--- config.mk ---
export PLATFORM = sky130hd
export DESIGN_NAME = imm_gen_stage
export DESIGN_NICKNAME = d
export VERILOG_FILES = /design/src/rtl/imm_gen_stage.sv
export SDC_FILE = /design/constraint.sdc
export NUM_CORES = 1
export LEC_CHECK = 0
export BUFFER_PORTS_ARGS = -buffer_cell sky130_fd_sc_hd__buf_2
export CAP_MARGIN = 0
export CORE_MARGIN = 1
export CORE_UTILIZATION = 51
export CTS_CLUSTER_SIZE = 40
export DETAILED_ROUTE_END_ITERATION = 6
export HOLD_SLACK_MARGIN = 0.08
export PLACE_DENSITY = 0.76
export SLEW_MARGIN = 20
export SYNTH_ARGS = -nofsm -noshare
export SYNTH_HDL_FRONTEND = slang
export SYNTH_SLANG_ARGS = --single-unit
--- constraint.sdc ---
create_clock -name clk -period 3.29 [get_ports clk]
set_input_delay 0 -clock clk [delete_from_list [all_inputs] [get_ports clk]]
set_output_delay 0 -clock clk [all_outputs]
set_load 0.01 [all_outputs]
--- src/rtl/imm_gen_stage.sv ---
// imm_gen_stage: registered RISC-V immediate generator with optional skid buffer
module imm_gen_stage #(
  parameter int XLEN    = 32,
  parameter bit SKID    = 1'b1,
  parameter bit EN_ZIMM = 1'b1
) (
  input  logic            clk,
  input  logic            rst,
  input  logic            in_valid,
  output logic            in_ready,
  input  logic [31:0]     in_instr,
  input  logic [XLEN-1:0] in_pc,
  output logic            out_valid,
  input  logic            out_ready,
  output logic [XLEN-1:0] out_imm,
  output logic [2:0]      out_fmt,
  output logic [XLEN-1:0] out_target,
  output logic [XLEN-1:0] out_pc
);
  localparam logic [2:0] F_NONE = 3'd0, F_I = 3'd1, F_S = 3'd2, F_B = 3'd3,
                         F_U = 3'd4, F_J = 3'd5, F_Z = 3'd6;
  typedef struct packed {
    logic [XLEN-1:0] imm;
    logic [2:0]      fmt;
    logic [XLEN-1:0] tgt;
    logic [XLEN-1:0] pc;
  } res_t;
  logic [6:0]      op;
  logic [2:0]      f3;
  logic [XLEN-1:0] imm_i, imm_s, imm_b, imm_u, imm_j, imm_z;
  logic [2:0]      fmt_d;
  res_t            new_d, o_q, s_q;
  logic            o_v_q, s_v_q, o_free, in_fire;
  assign op    = in_instr[6:0];
  assign f3    = in_instr[14:12];
  assign imm_i = XLEN'($signed(in_instr[31:20]));
  assign imm_s = XLEN'($signed({in_instr[31:25], in_instr[11:7]}));
  assign imm_b = XLEN'($signed({in_instr[31], in_instr[7], in_instr[30:25], in_instr[11:8], 1'b0}));
  assign imm_u = XLEN'($signed({in_instr[31:12], 12'b0}));
  assign imm_j = XLEN'($signed({in_instr[31], in_instr[19:12], in_instr[20], in_instr[30:21], 1'b0}));
  assign imm_z = XLEN'(in_instr[19:15]);
  // Classify the opcode into an immediate format
  always_comb begin
    fmt_d = F_NONE;
    case (op)
      7'b0000011, 7'b0000111, 7'b0010011, 7'b1100111: fmt_d = F_I;
      7'b0011011: fmt_d = (XLEN == 64) ? F_I : F_NONE;
      7'b0100011, 7'b0100111: fmt_d = F_S;
      7'b1100011: fmt_d = F_B;
      7'b0110111, 7'b0010111: fmt_d = F_U;
      7'b1101111: fmt_d = F_J;
      7'b1110011: fmt_d = (EN_ZIMM && f3[2] && f3[1:0] != 2'b00) ? F_Z : F_NONE;
      default: fmt_d = F_NONE;
    endcase
  end
  // Pick the immediate and the PC-relative target (branches, jumps, AUIPC only)
  always_comb begin
    new_d.fmt = fmt_d;
    new_d.imm = fmt_d == F_I ? imm_i :
                fmt_d == F_S ? imm_s :
                fmt_d == F_B ? imm_b :
                fmt_d == F_U ? imm_u :
                fmt_d == F_J ? imm_j :
                fmt_d == F_Z ? imm_z : '0;
    new_d.tgt = (fmt_d == F_B || fmt_d == F_J || op == 7'b0010111) ? in_pc + new_d.imm : '0;
    new_d.pc  = in_pc;
  end
  assign o_free   = !o_v_q || out_ready;
  assign in_ready = !rst && (SKID ? !s_v_q : o_free);
  assign in_fire  = in_valid && in_ready;
  // Output register refills from skid first, then from input; skid catches input during a stall
  always_ff @(posedge clk) begin
    if (rst) begin
      o_v_q <= 1'b0;
      s_v_q <= 1'b0;
      o_q   <= '0;
      s_q   <= '0;
    end else begin
      if (o_free) begin
        o_v_q <= s_v_q || in_fire;
        if (s_v_q) o_q <= s_q;
        else if (in_fire) o_q <= new_d;
      end
      if (s_v_q && o_free) s_v_q <= 1'b0;
      else if (SKID && in_fire && !o_free) begin
        s_v_q <= 1'b1;
        s_q   <= new_d;
      end
    end
  end
  assign out_valid  = o_v_q;
  assign out_imm    = o_q.imm;
  assign out_fmt    = o_q.fmt;
  assign out_target = o_q.tgt;
  assign out_pc     = o_q.pc;
endmodule

## Yosys cells after proc, flatten, opt, wreduce, memory -nomap -nowiden

Cells that the tools add are included.

- Register bits: 200
- Bits in latches: 0
- Bits in writable memories: 0
- Memory bits (read-only): 0
- Bits of input ports: 68
- Output and inout bits: 101
- Logic and storage cells: 61
- Memories kept: 0

- Add/sub/neg operators: 1
- $mul: 0
- Div/mod/pow operators: 0
- Order comparisons: 0
- Equal/unequal tests: 17
- Shift-type cells: 0
- Muxes and demuxes: 11
- Bitwise operators: 1
- Reductions and logical operators: 21

Operator list:

| kind | number |
|---|---|
| 2-to-1 mux 99 bit | 2 |
| 2-to-1 mux 32 bit | 6 |
| adder 32 bit | 1 |
| == test 7 bit (second input constant) | 4 |
| == test 7 x 6 -> 1 bit (second input constant) | 3 |
| case mux 3 bit (6 select lines) | 1 |
| == test 7 x 5 -> 1 bit (second input constant) | 2 |
| == test 3 bit (second input constant) | 3 |
| == test 7 x 2 -> 1 bit (second input constant) | 1 |
| == test 7 x 3 -> 1 bit (second input constant) | 1 |
| == test 3 x 2 -> 1 bit (second input constant) | 2 |
| OR reduction 2 bit | 3 |
| logical AND 1 bit | 5 |
| 2-to-1 mux 5 bit | 1 |
| zero test 1 bit | 4 |
| logical OR 1 bit | 4 |
| AND reduction 2 bit | 2 |
| nonzero test 2 bit | 2 |
| OR reduction 4 bit | 1 |
| == test 3 x 1 -> 1 bit (second input constant) | 1 |
| 2-to-1 mux 3 bit | 1 |
| inverter 1 bit | 1 |

## Logic depth before layout (Yosys ltp)

Gate-level depths: netlist of the first run.

- Depth after elaboration: 15
- Gate-level depth with buffers: 17
- Mapped depth without buffers: 16

## Worst setup path after synthesis of the first run

Ideal clock, no wire load.

- Path kind: input port to flip-flop
- From: in in_instr[3]
- To: reg o_q (netlist bit out_target[24])
- Setup time: 91 ps
- Arrival: 3273 ps
- Required time: 3199 ps
- Setup slack: -74 ps
- Cell stages on the path: 13
- Path buffers: 0
- Path through: nand3b_2 > nor4_2 > nor3_1 > a21o_1 > ha_1 > nor2b_1 > o31a_1 > o21ai_1 > a21oi_2 > o21ai_4 > a21oi_2 > or4b_1 > a311oi_1

RTL lines:

| what | line | text |
|---|---|---|
| start, declared | 11 | `input logic [31:0] in_instr,` |
| end signal, assigned | 81 | `if (s_v_q) o_q <= s_q;` |
| end signal, assigned | 82 | `else if (in_fire) o_q <= new_d;` |
| end, declared | 32 | `res_t new_d, o_q, s_q;` |

==> impl_metrics.ini, run 1 <==
[synth]
synth_warnings = 0
synth_top_family_by_area = compound AO/OA/AOI/OAI gates
avgSynthCellArea_um2 = 7.90
yosys_register_bits = 200
synthSimpleGateAreaFrac_pct = 21.7
synth_area_um2 = 10200
async_flop_share_pct = 0
synth-edff-count = 0
synthAdderAreaFrac_pct = 4.22
ys_seq_area_share_pct = 39.1
syn_inst = 1298
syn_nets = 1400
muxShareOfSynthArea_pct = 5.76
ys_types = 68
synth_xor_area_share_pct = 1.71
synth_top_flop_cell = dfxtp_1
synth_compound_area_share_pct = 23.1

[place]
pre_cts_slack_ps = -279
place.gp.congestion = 0.935
dp_cells = 1782
port_buffers = 168
hpwl_mm = 22.3

[global_routing]
grt_pass1_wl_mm = 50.2
grt_antenna_before_repair = 0
track_usage_pct = 31.4
grt_pass1_vias = 9535
grt_max_degree = 87
grt-ovfl-total = 0

[setup_path]
worstRegToRegCells = 6
critPathSlowestCell = or3b_2
max_stage_delay_ps = 470
worst_r2r_endpoint = s_q[23]
ff2ff_setup_slack_ps = 780
critPathRequiredTime_ps = 3640
worst_setup_path_end_kind = flip-flop
crit_family = compound AO/OA/AOI/OAI gates
cp.arrival_ps = 3420
crit_cells = 16
r2r-start = s_v_q
worst_setup_path_start_kind = primary input
crit_path_cell_trace = buf_2 > buf_4 > or3b_2 > a21oi_2 > buf_4 > a21oi_1 > inv_1 > ha_1 > a21o_1 > a31oi_2 > o21ai_1 > or3_4 > o21ai_4 > a21oi_2 > or4b_1 > a311oi_1
cp_max_fo = 8
crit_buf_inv = 4
crit_type = in -> reg

[power]
intPower_mw = 3.97
totalPowerFinal_mw = 5.60
switchingPower_mw = 1.63
power.density_nw_per_um2 = 417
combinationalPowerShare_pct = 15.8
switching_share_pct = 29.1
ir_drop_mv = 0.380
clock_power_share_pct = 38.7
p_leak_nw = 5.64
power_frac_seq_pct = 45.5

[cells_and_area]
nets = 1690
fin_util_pct = 68.6
diodes = 0
layout_common_cells = dfxtp_1, nor2_1, nand2_1
layout_commonest_cell = dfxtp_1
num-fill-cells = 1623
drive_gt1_share_pct = 24.0
areaGrowthSynthToFinish_pct = 31.1
instances_no_fill = 1866

[detailed_routing]
via_per_inst = 5.64
wl_per_cell_um = 17.1
drtIter0Drc = 766
wl_mm = 31.9
via_count = 10500
route.detailed.drc = 0
ant_nets = 0
drt-pass1-iter-count = 5

[die]
die_area_um2 = 20700
die-width_um = 144
start_util_pct = 52.3
io_pins = 169
rows = 51
chipHeight_um = 144
coreArea_um2 = 19600

[timing]
slew_headroom_pct = 37.8
rsz0062_at_grt = false
layout_setup_ws_ps = 226
max_freq_ghz = 0.326
worst_pin_slew_ps = 933
setup_viol_count_final = 0
finalClockSkew_ps = 8.94
maxSlewViolCount = 0
period_share_pct = 93.1
tns_ps = 0
min_period_ps = 3060
finalHoldViolations = 0

[hold_path]
min_path_cells = 4
hold_end = s_q[80]
hold_start = in_instr[13]
min_path_type = in -> reg

[clocking]
insertion_delay_ps = 440
clock_sinks = 200
cts.htree.levels = 4
cts_tree = done
cts_root_buffer = clkbuf_16
cts.clk_slew.worst_paths_ps = 80
post_cts_buffers = 0
cts_buffers = 17
clockBufferDepth = 2

[run_status]
status = complete, no violations

[run]
drv_cap = 0
## power by group through the flow
stage | clock (mW) | combinational, mW | sequential, mW
finish | 2.17 | 0.885 | 2.55
global route | 2.30 | 0.965 | 2.56
CTS | 2.19 | 0.867 | 2.55
detailed placement | 0 | 0.821 | 2.61
global placement | 0 | 0.811 | 2.61
floorplan | 0 | 0.430 | 2.63
## synthesized netlist by cell type (all sizes together), types with 3 or more instances
cell type,number,area (µm²)
nand2b,10,62.6
nand2,172,646
a22o,8,70.1
a21oi,135,687
nor2,181,679
ha,33,413
nand3,17,85.1
a221oi,7,67.6
o211ai,11,82.6
xor2,10,87.6
a21o,17,128
nand3b,4,33.8
a211oi,70,526
a31o,3,26.3
o311ai,3,26.3
nor3,48,250
o21bai,5,37.5
nand4,4,25.0
dfxtp,200,4000
o21ai,57,297
or3,11,73.8
a22oi,3,22.5
and3,8,50.1
clkbuf,86,323
xnor2,10,87.6
inv,21,78.8
nor2b,11,68.8
a21boi,4,30.0
nor4,23,163
a211o,3,26.3
a31oi,7,50.1
and2,3,18.8
o21a,11,82.6
mux2i,59,591
o31ai,4,30.0
buf,11,53.8
o31a,3,26.3
a311oi,3,26.3
## state kept, by name (all words and copies together) (netlist names)
| name | cells |
|---|---|
| out_valid | 1 |
| out_fmt | 3 |
| s_q | 99 |
| out_imm | 32 |
| s_v_q | 1 |
| out_target | 32 |
| out_pc | 32 |
## cells by family (layout without fill, tap and decap cells)
family / count (synthesis) / after routing
simple gates: 500 / 500
buf+inv: 118 / 421
compound gates: 367 / 367
flops: 200 / 200
fa+ha+maj: 34 / 34
xor+xnor: 20 / 20
mux: 59 / 59
## per-layer routing
metal  GRT usage (%)  wire [µm]  vias up
li1                -          -     5193
met1            43.3      14700     4902
met2            49.7      14400      373
met3            4.60       2000       55
met4            11.0        745        0
met5               0          0        -
## layout make-up
| type | instances | area (µm²) | area share (%) |
|---|---|---|---|
| clock buffer | 17 | 425 | 3.17 |
| inverter | 21 | 78.8 | 0.587 |
| sequential | 200 | 4010 | 29.8 |
| multi-input combinational | 980 | 5880 | 43.7 |
| timing repair buffer | 368 | 2530 | 18.9 |
| tap | 265 | 332 | 2.47 |
| clock inverter | 15 | 183 | 1.36 |
## worst max path at each step
stage                start        endpoint
2_1_floorplan  in_instr[5]  out_target[24]
3_3_place_gp   in_instr[2]  out_target[30]
5_1_grt        in_instr[3]  out_target[24]
3_5_place_dp   in_instr[2]  out_target[24]
6_report       in_instr[3]  out_target[24]
4_1_cts        in_instr[2]  out_target[24]
## through the flow
step                      hold WS [ps]  cell area [µm²]
after floorplan                    136            10300
after global placement             281            12200
after detailed placement           287            12200
after CTS                         80.6            13400
after global routing               121            13400
final                              103            13400
## worst min-delay path: cells and delay by family
family	cells	cell delay, ps
buffers and inverters	2	250
AOI/OAI and AO/OA	2	240
## what timing repair did
item                                    in CTS  in global routing
hold endpoints to repair                    91                  0
resized for setup                            0                 10
hold buffers                                51                  0
endpoints found under the setup margin       0                 15
No activity file was read; power rests on OpenSTA's default activity.
==> run 2, diff against run 1 <==
--- a/config.mk
+++ b/config.mk
@@ -8,11 +8,11 @@
 export BUFFER_PORTS_ARGS = -buffer_cell sky130_fd_sc_hd__buf_2
 export CAP_MARGIN = 0
 export CORE_MARGIN = 1
-export CORE_UTILIZATION = 51
+export CORE_UTILIZATION = 57
 export CTS_CLUSTER_SIZE = 40
 export DETAILED_ROUTE_END_ITERATION = 6
 export HOLD_SLACK_MARGIN = 0.08
-export PLACE_DENSITY = 0.76
+export PLACE_DENSITY = 0.81
 export SLEW_MARGIN = 20
 export SYNTH_ARGS = -nofsm -noshare
 export SYNTH_HDL_FRONTEND = slang
==> constraint.sdc (replaced) <==
create_clock -name clk -period 3.09 [get_ports clk]
set_input_delay 0 -clock clk [delete_from_list [all_inputs] [get_ports clk]]
set_output_delay 0 -clock clk [all_outputs]
set_load 0.01 [all_outputs]
==> run 2 against run 1 <==
- non-clock buffer count rose by 3
- die area fell by 10%
- wire length rose by 1.4%
- worst hold slack improved by 25 ps
- register-to-register slack improved by 110 ps
- power rose by 7.4%
- first-iteration DRC count fell by 3.0%
- final area rose by 1.1%
- combinational power rose by 9.7%
- clock power rose by 7%
- critical path type unchanged
- largest power group unchanged
==> impl_metrics.ini, run 2 (synthesis gave the netlist of run 1 again) <==
[setup_path]
cp.arrival_ps = 3410
r2r-start = s_v_q
ff2ff_setup_slack_ps = 890
worstRegToRegCells = 5
crit_type = in -> reg
cp_max_fo = 6
worst_setup_path_end_kind = flip-flop
worst_r2r_endpoint = s_q[78]
critPathRequiredTime_ps = 3440
worst_setup_path_start_kind = primary input

[place]
pre_cts_slack_ps = -384
place.gp.congestion = 0.937
port_buffers = 168
hpwl_mm = 22.8

[global_routing]
grt_pass1_wl_mm = 49.7
track_usage_pct = 34.5
grt-ovfl-total = 0
grt_antenna_before_repair = 0
grt_pass1_vias = 9897
grt_max_degree = 84

[hold_path]
hold_end = s_q[68]
min_path_type = in -> reg
min_path_cells = 4
hold_start = in_instr[8]

[detailed_routing]
via_per_inst = 5.88
drtIter0Drc = 743
wl_per_cell_um = 17.7
wl_met3_mm = 2.00
via_count = 10800
wl_met1_mm = 14.5
wl_mm = 32.4
ant_nets = 0
top_layer = met4
drt-pass1-iter-count = 6
route.detailed.drc = 0
dr_wl_met2_mm = 15.0

[timing]
rsz0062_at_grt = true
min_period_ps = 3060
period_share_pct = 98.9
fin_hold_ws_ps = 127
max_freq_ghz = 0.327
setup_viol_count_final = 0
worst_pin_slew_ps = 856
finalHoldViolations = 0
tns_ps = 0
finalClockSkew_ps = 8.52
slew_headroom_pct = 43.0
maxSlewViolCount = 0
layout_setup_ws_ps = 34.4

[clocking]
insertion_delay_ps = 440
clock_sinks = 200
clockBufferDepth = 2
cts.clk_slew.worst_paths_ps = 80
cts_tree = done
cts_buffers = 17
cts_root_buffer = clkbuf_16
cts.htree.levels = 4

[die]
coreArea_um2 = 17400
die_area_um2 = 18500
io_pins = 169
start_util_pct = 58.9
chipHeight_um = 136
rows = 48
die-width_um = 136

[power]
totalPowerFinal_mw = 6.02
power.density_nw_per_um2 = 443
ir_drop_mv = 0.402
p_leak_nw = 5.68

[cells_and_area]
nets = 1693
largest_reg_flops = 99
areaGrowthSynthToFinish_pct = 32.6
layout_commonest_cell = dfxtp_1
num-fill-cells = 1251
diodes = 0
layout_common_cells = dfxtp_1, nor2_1, nand2_1
fin_util_pct = 78.0
drive_gt1_share_pct = 26.9
largest_register = s_q

[run_status]
status = complete, no violations

[run]
drv_cap = 0
run 2: cell types whose count changed in the layout (fill, tap and decap cells not counted), sizes merged:
cell / change
buf: +18
clkinv: -1
clkinvlp: -1
inv: +1
dlygate4sd3: -15
bufinv: +1
run 2: where the power goes:
group	total, mW	internal (mW)	leakage (nW)	switching (mW)
logic	0.971	0.413	3.75	0.558
clock network	2.33	1.23	0.302	1.10
registers	2.72	2.67	1.63	0.0504
total	6.02	4.31	5.68	1.71
run 2: worst max-delay path: stages:
cell and delay [ps]:
buf_8 110, or3_4 380, o22ai_2 190, nand3_2 130
nor3_4 280, a21o_1 250, ha_4 230, nor2b_4 120
o31a_1 330, o21ai_4 290, a21oi_4 110, o21ai_4 160
a21oi_2 80, or4b_4 510, a311oi_2 240
run 2: through the flow:
step           instances  area (µm²)
6_report            1829       13600
5_1_grt             1829       13600
2_1_floorplan       1298       10300
3_3_place_gp        1757       12300
3_5_place_dp        1757       12300
4_1_cts             1825       13300
run 2: repair_timing:
action / 4_1_cts / 5_1_grt
setup buffers: 0 / 4
hold buffers: 36 / 0
endpoints found under the hold margin: 97 / 0
resized for setup: 0 / 58
setup endpoints to repair: 0 / 30
run 2: final cells by class:
cell class              count  area, µm²  share of cell area, %
clock buffers              17        425                   3.13
clock inverters            15        183                   1.34
inverters                  21       78.8                  0.580
multi-input cells         980       6100                   44.9
flip-flops and latches    200       4010                   29.5
well taps                 225        282                   2.07
repair buffers            371       2510                   18.5
run 2: worst max path at each step:
stage	from	endpoint	slack, ps	cells after the start
CTS	in_instr[2]	out_target[7]	50	16
floorplan	in_instr[5]	out_target[24]	-70	15
detailed placement	in_instr[4]	out_target[24]	-380	16
global placement	in_instr[3]	out_target[24]	-330	16
global route	in_instr[5]	out_target[24]	-70	15
finish	in_instr[5]	out_target[24]	30	15
run 2: layer usage:
layer | GRT usage [%] | vias up
met5 | 0 | -
met4 | 14.1 | 0
met3 | 5.93 | 74
met2 | 54.9 | 403
met1 | 46.2 | 5063
li1 | - | 5210
==> run 3, diff against run 2 <==
--- a/config.mk
+++ b/config.mk
@@ -7,6 +7,7 @@
 export LEC_CHECK = 0
 export BUFFER_PORTS_ARGS = -buffer_cell sky130_fd_sc_hd__buf_2
 export CAP_MARGIN = 0
+export CORE_ASPECT_RATIO = 1.2
 export CORE_MARGIN = 1
 export CORE_UTILIZATION = 57
 export CTS_CLUSTER_SIZE = 40
==> constraint.sdc (replaced) <==
create_clock -name clk -period 3.09 [get_ports clk]
set_input_delay 0.1545 -clock clk [delete_from_list [all_inputs] [get_ports clk]]
set_output_delay 0.1545 -clock clk [all_outputs]
set_load 0.01 [all_outputs]
==> run 3 against run 2 <==
- the run now ends with DRC, setup timing left
- critical path type unchanged
- register-to-register slack lost 60 ps
- clock skew is 0.87 ps higher
- maximum frequency shrank 4.2%
- combinational power is 5% higher
- critical endpoint unchanged
- first-iteration DRC count grew 48%
- die area barely moved
==> impl_metrics.ini, run 3 (synthesis gave the netlist of run 1 again) <==
[power]
combinationalPowerShare_pct = 16.7
p_leak_nw = 5.88
ir_drop_mv = 0.381
intPower_mw = 4.36
totalPowerFinal_mw = 6.12
clock_power_share_pct = 38.9
switchingPower_mw = 1.77
power_frac_seq_pct = 44.4
power.density_nw_per_um2 = 438
switching_share_pct = 28.8

[global_routing]
grtUsageMet2_pct = 57.3
grt_antenna_before_repair = 1
busiest_layer = met2
grt_pass1_vias = 10300
grt_pass1_wl_mm = 51.8
track_usage_pct = 34.8
grtUsageMet3_pct = 4.91
grt_max_degree = 106
grt-ovfl-total = 0
use_met1_pct = 43.9

[place]
placed_area_um2 = 12400
dp_cells = 1759
place.gp.congestion = 0.995
hpwl_mm = 22.5
port_buffers = 168
pre_cts_slack_ps = -541

[setup_path]
cp_max_fo = 6
worst_setup_path_end_kind = flip-flop
critPathRequiredTime_ps = 3450
worstRegToRegCells = 5
crit_type = in -> reg
worst_setup_path_start_kind = primary input
cp.arrival_ps = 3550

[cells_and_area]
instances_no_fill = 1841
design_area_um2 = 14000
drive_gt1_share_pct = 29.5
largest_reg_flops = 99
num-fill-cells = 1157
layout_common_cells = dfxtp_1, buf_4, nor2_1
seqCellArea_um2 = 4010
largest_register = s_q
layout_commonest_cell = dfxtp_1
areaGrowthSynthToFinish_pct = 36.5
nets = 1708
multiInputGateArea_um2 = 6320

[timing]
min_period_ps = 3190
fin_hold_ws_ps = 77.8
setup_viol_count_final = 8
layout_setup_ws_ps = -98.1
finalClockSkew_ps = 9.39
maxSlewViolCount = 0
period_share_pct = 103
slew_headroom_pct = 28.9
finalHoldViolations = 0
worst_pin_slew_ps = 1060
rsz0062_at_grt = true
max_freq_ghz = 0.314

[hold_path]
min_path_cells = 2
min_path_type = in -> reg

[detailed_routing]
wl_per_cell_um = 18.9
via_per_inst = 6.13
drtIter0Drc = 1099
route.detailed.drc = 3
drt-pass1-iter-count = 7
ant_nets = 0
via_count = 11300
wl_mm = 34.9

[die]
chipHeight_um = 149
die_area_um2 = 18500
start_util_pct = 58.3
die-width_um = 124
io_pins = 169
coreArea_um2 = 17600
rows = 53

[clocking]
cts.htree.levels = 4
clock_sinks = 200
clockBufferDepth = 2
cts_buffers = 17
cts_root_buffer = clkbuf_16
cts_tree = done
insertion_delay_ps = 450
cts.clk_slew.worst_paths_ps = 80

[run]
drv_cap = 0

[run_status]
status = complete, but fails checks
violations = DRC, setup timing
-- run 3: critical path: stages --
cell and delay, ps:
buf_8 100, or3_4 400, o22ai_4 180, nand3_2 120
nor3_4 230, a21o_1 250, ha_4 230, nor2b_4 120
o31a_1 330, o21ai_4 310, a21oi_4 110, o21ai_4 170
a21oi_2 80, or4b_1 500, a311oi_1 250
-- run 3: area by class of cell --
cell class              count  share of cell area (%)
multi-input cells         980                    45.2
clock buffers              18                    3.14
inverters                  21                   0.563
well taps                 220                    1.97
clock inverters            14                    1.28
flip-flops and latches    200                    28.6
repair buffers            386                    19.2
diodes                      2                  0.0358
-- run 3: worst paths after layout --
check | start | end | slack, ps
setup / recovery | in_instr[5] | out_target[24] | -100
hold / removal | rst | s_q[62] | 80
setup reg to reg | s_v_q | out_target[21] | 830
hold reg to reg | out_imm[2] | out_imm[2] | 450
-- run 3: metal layers --
metal | up-vias | routed length, µm
met3 | 134 | 2610
met2 | 606 | 16700
met1 | 5333 | 13800
met4 | 0 | 1830
li1 | 5210 | -
met5 | - | 0
-- run 3: power groups by stage --
stage / sequential, mW / clock (mW) / combinational (mW)
floorplan: 2.80 / 0 / 0.464
global placement: 2.77 / 0 / 0.873
detailed placement: 2.78 / 0 / 0.889
CTS: 2.72 / 2.37 / 0.934
global route: 2.73 / 2.49 / 1.10
finish: 2.72 / 2.38 / 1.02
-- run 3: per-stage QoR --
| step | setup TNS (ps) | utilization, % |
|---|---|---|
| floorplan | -422 | - |
| global placement | -15310 | 70.7 |
| detailed placement | -18110 | 70.7 |
| CTS | -10.2 | 76.6 |
| global route | -3450 | 79.6 |
| finish | -301 | 79.6 |
-- run 3: repair_timing --
item | in CTS | in global routing
pin swaps | 6 | 48
endpoints found under the setup margin | 10 | 43
endpoints found under the hold margin | 35 | 0
hold buffers | 33 | 0
buffers inserted | 2 | 15
resized for setup | 17 | 86
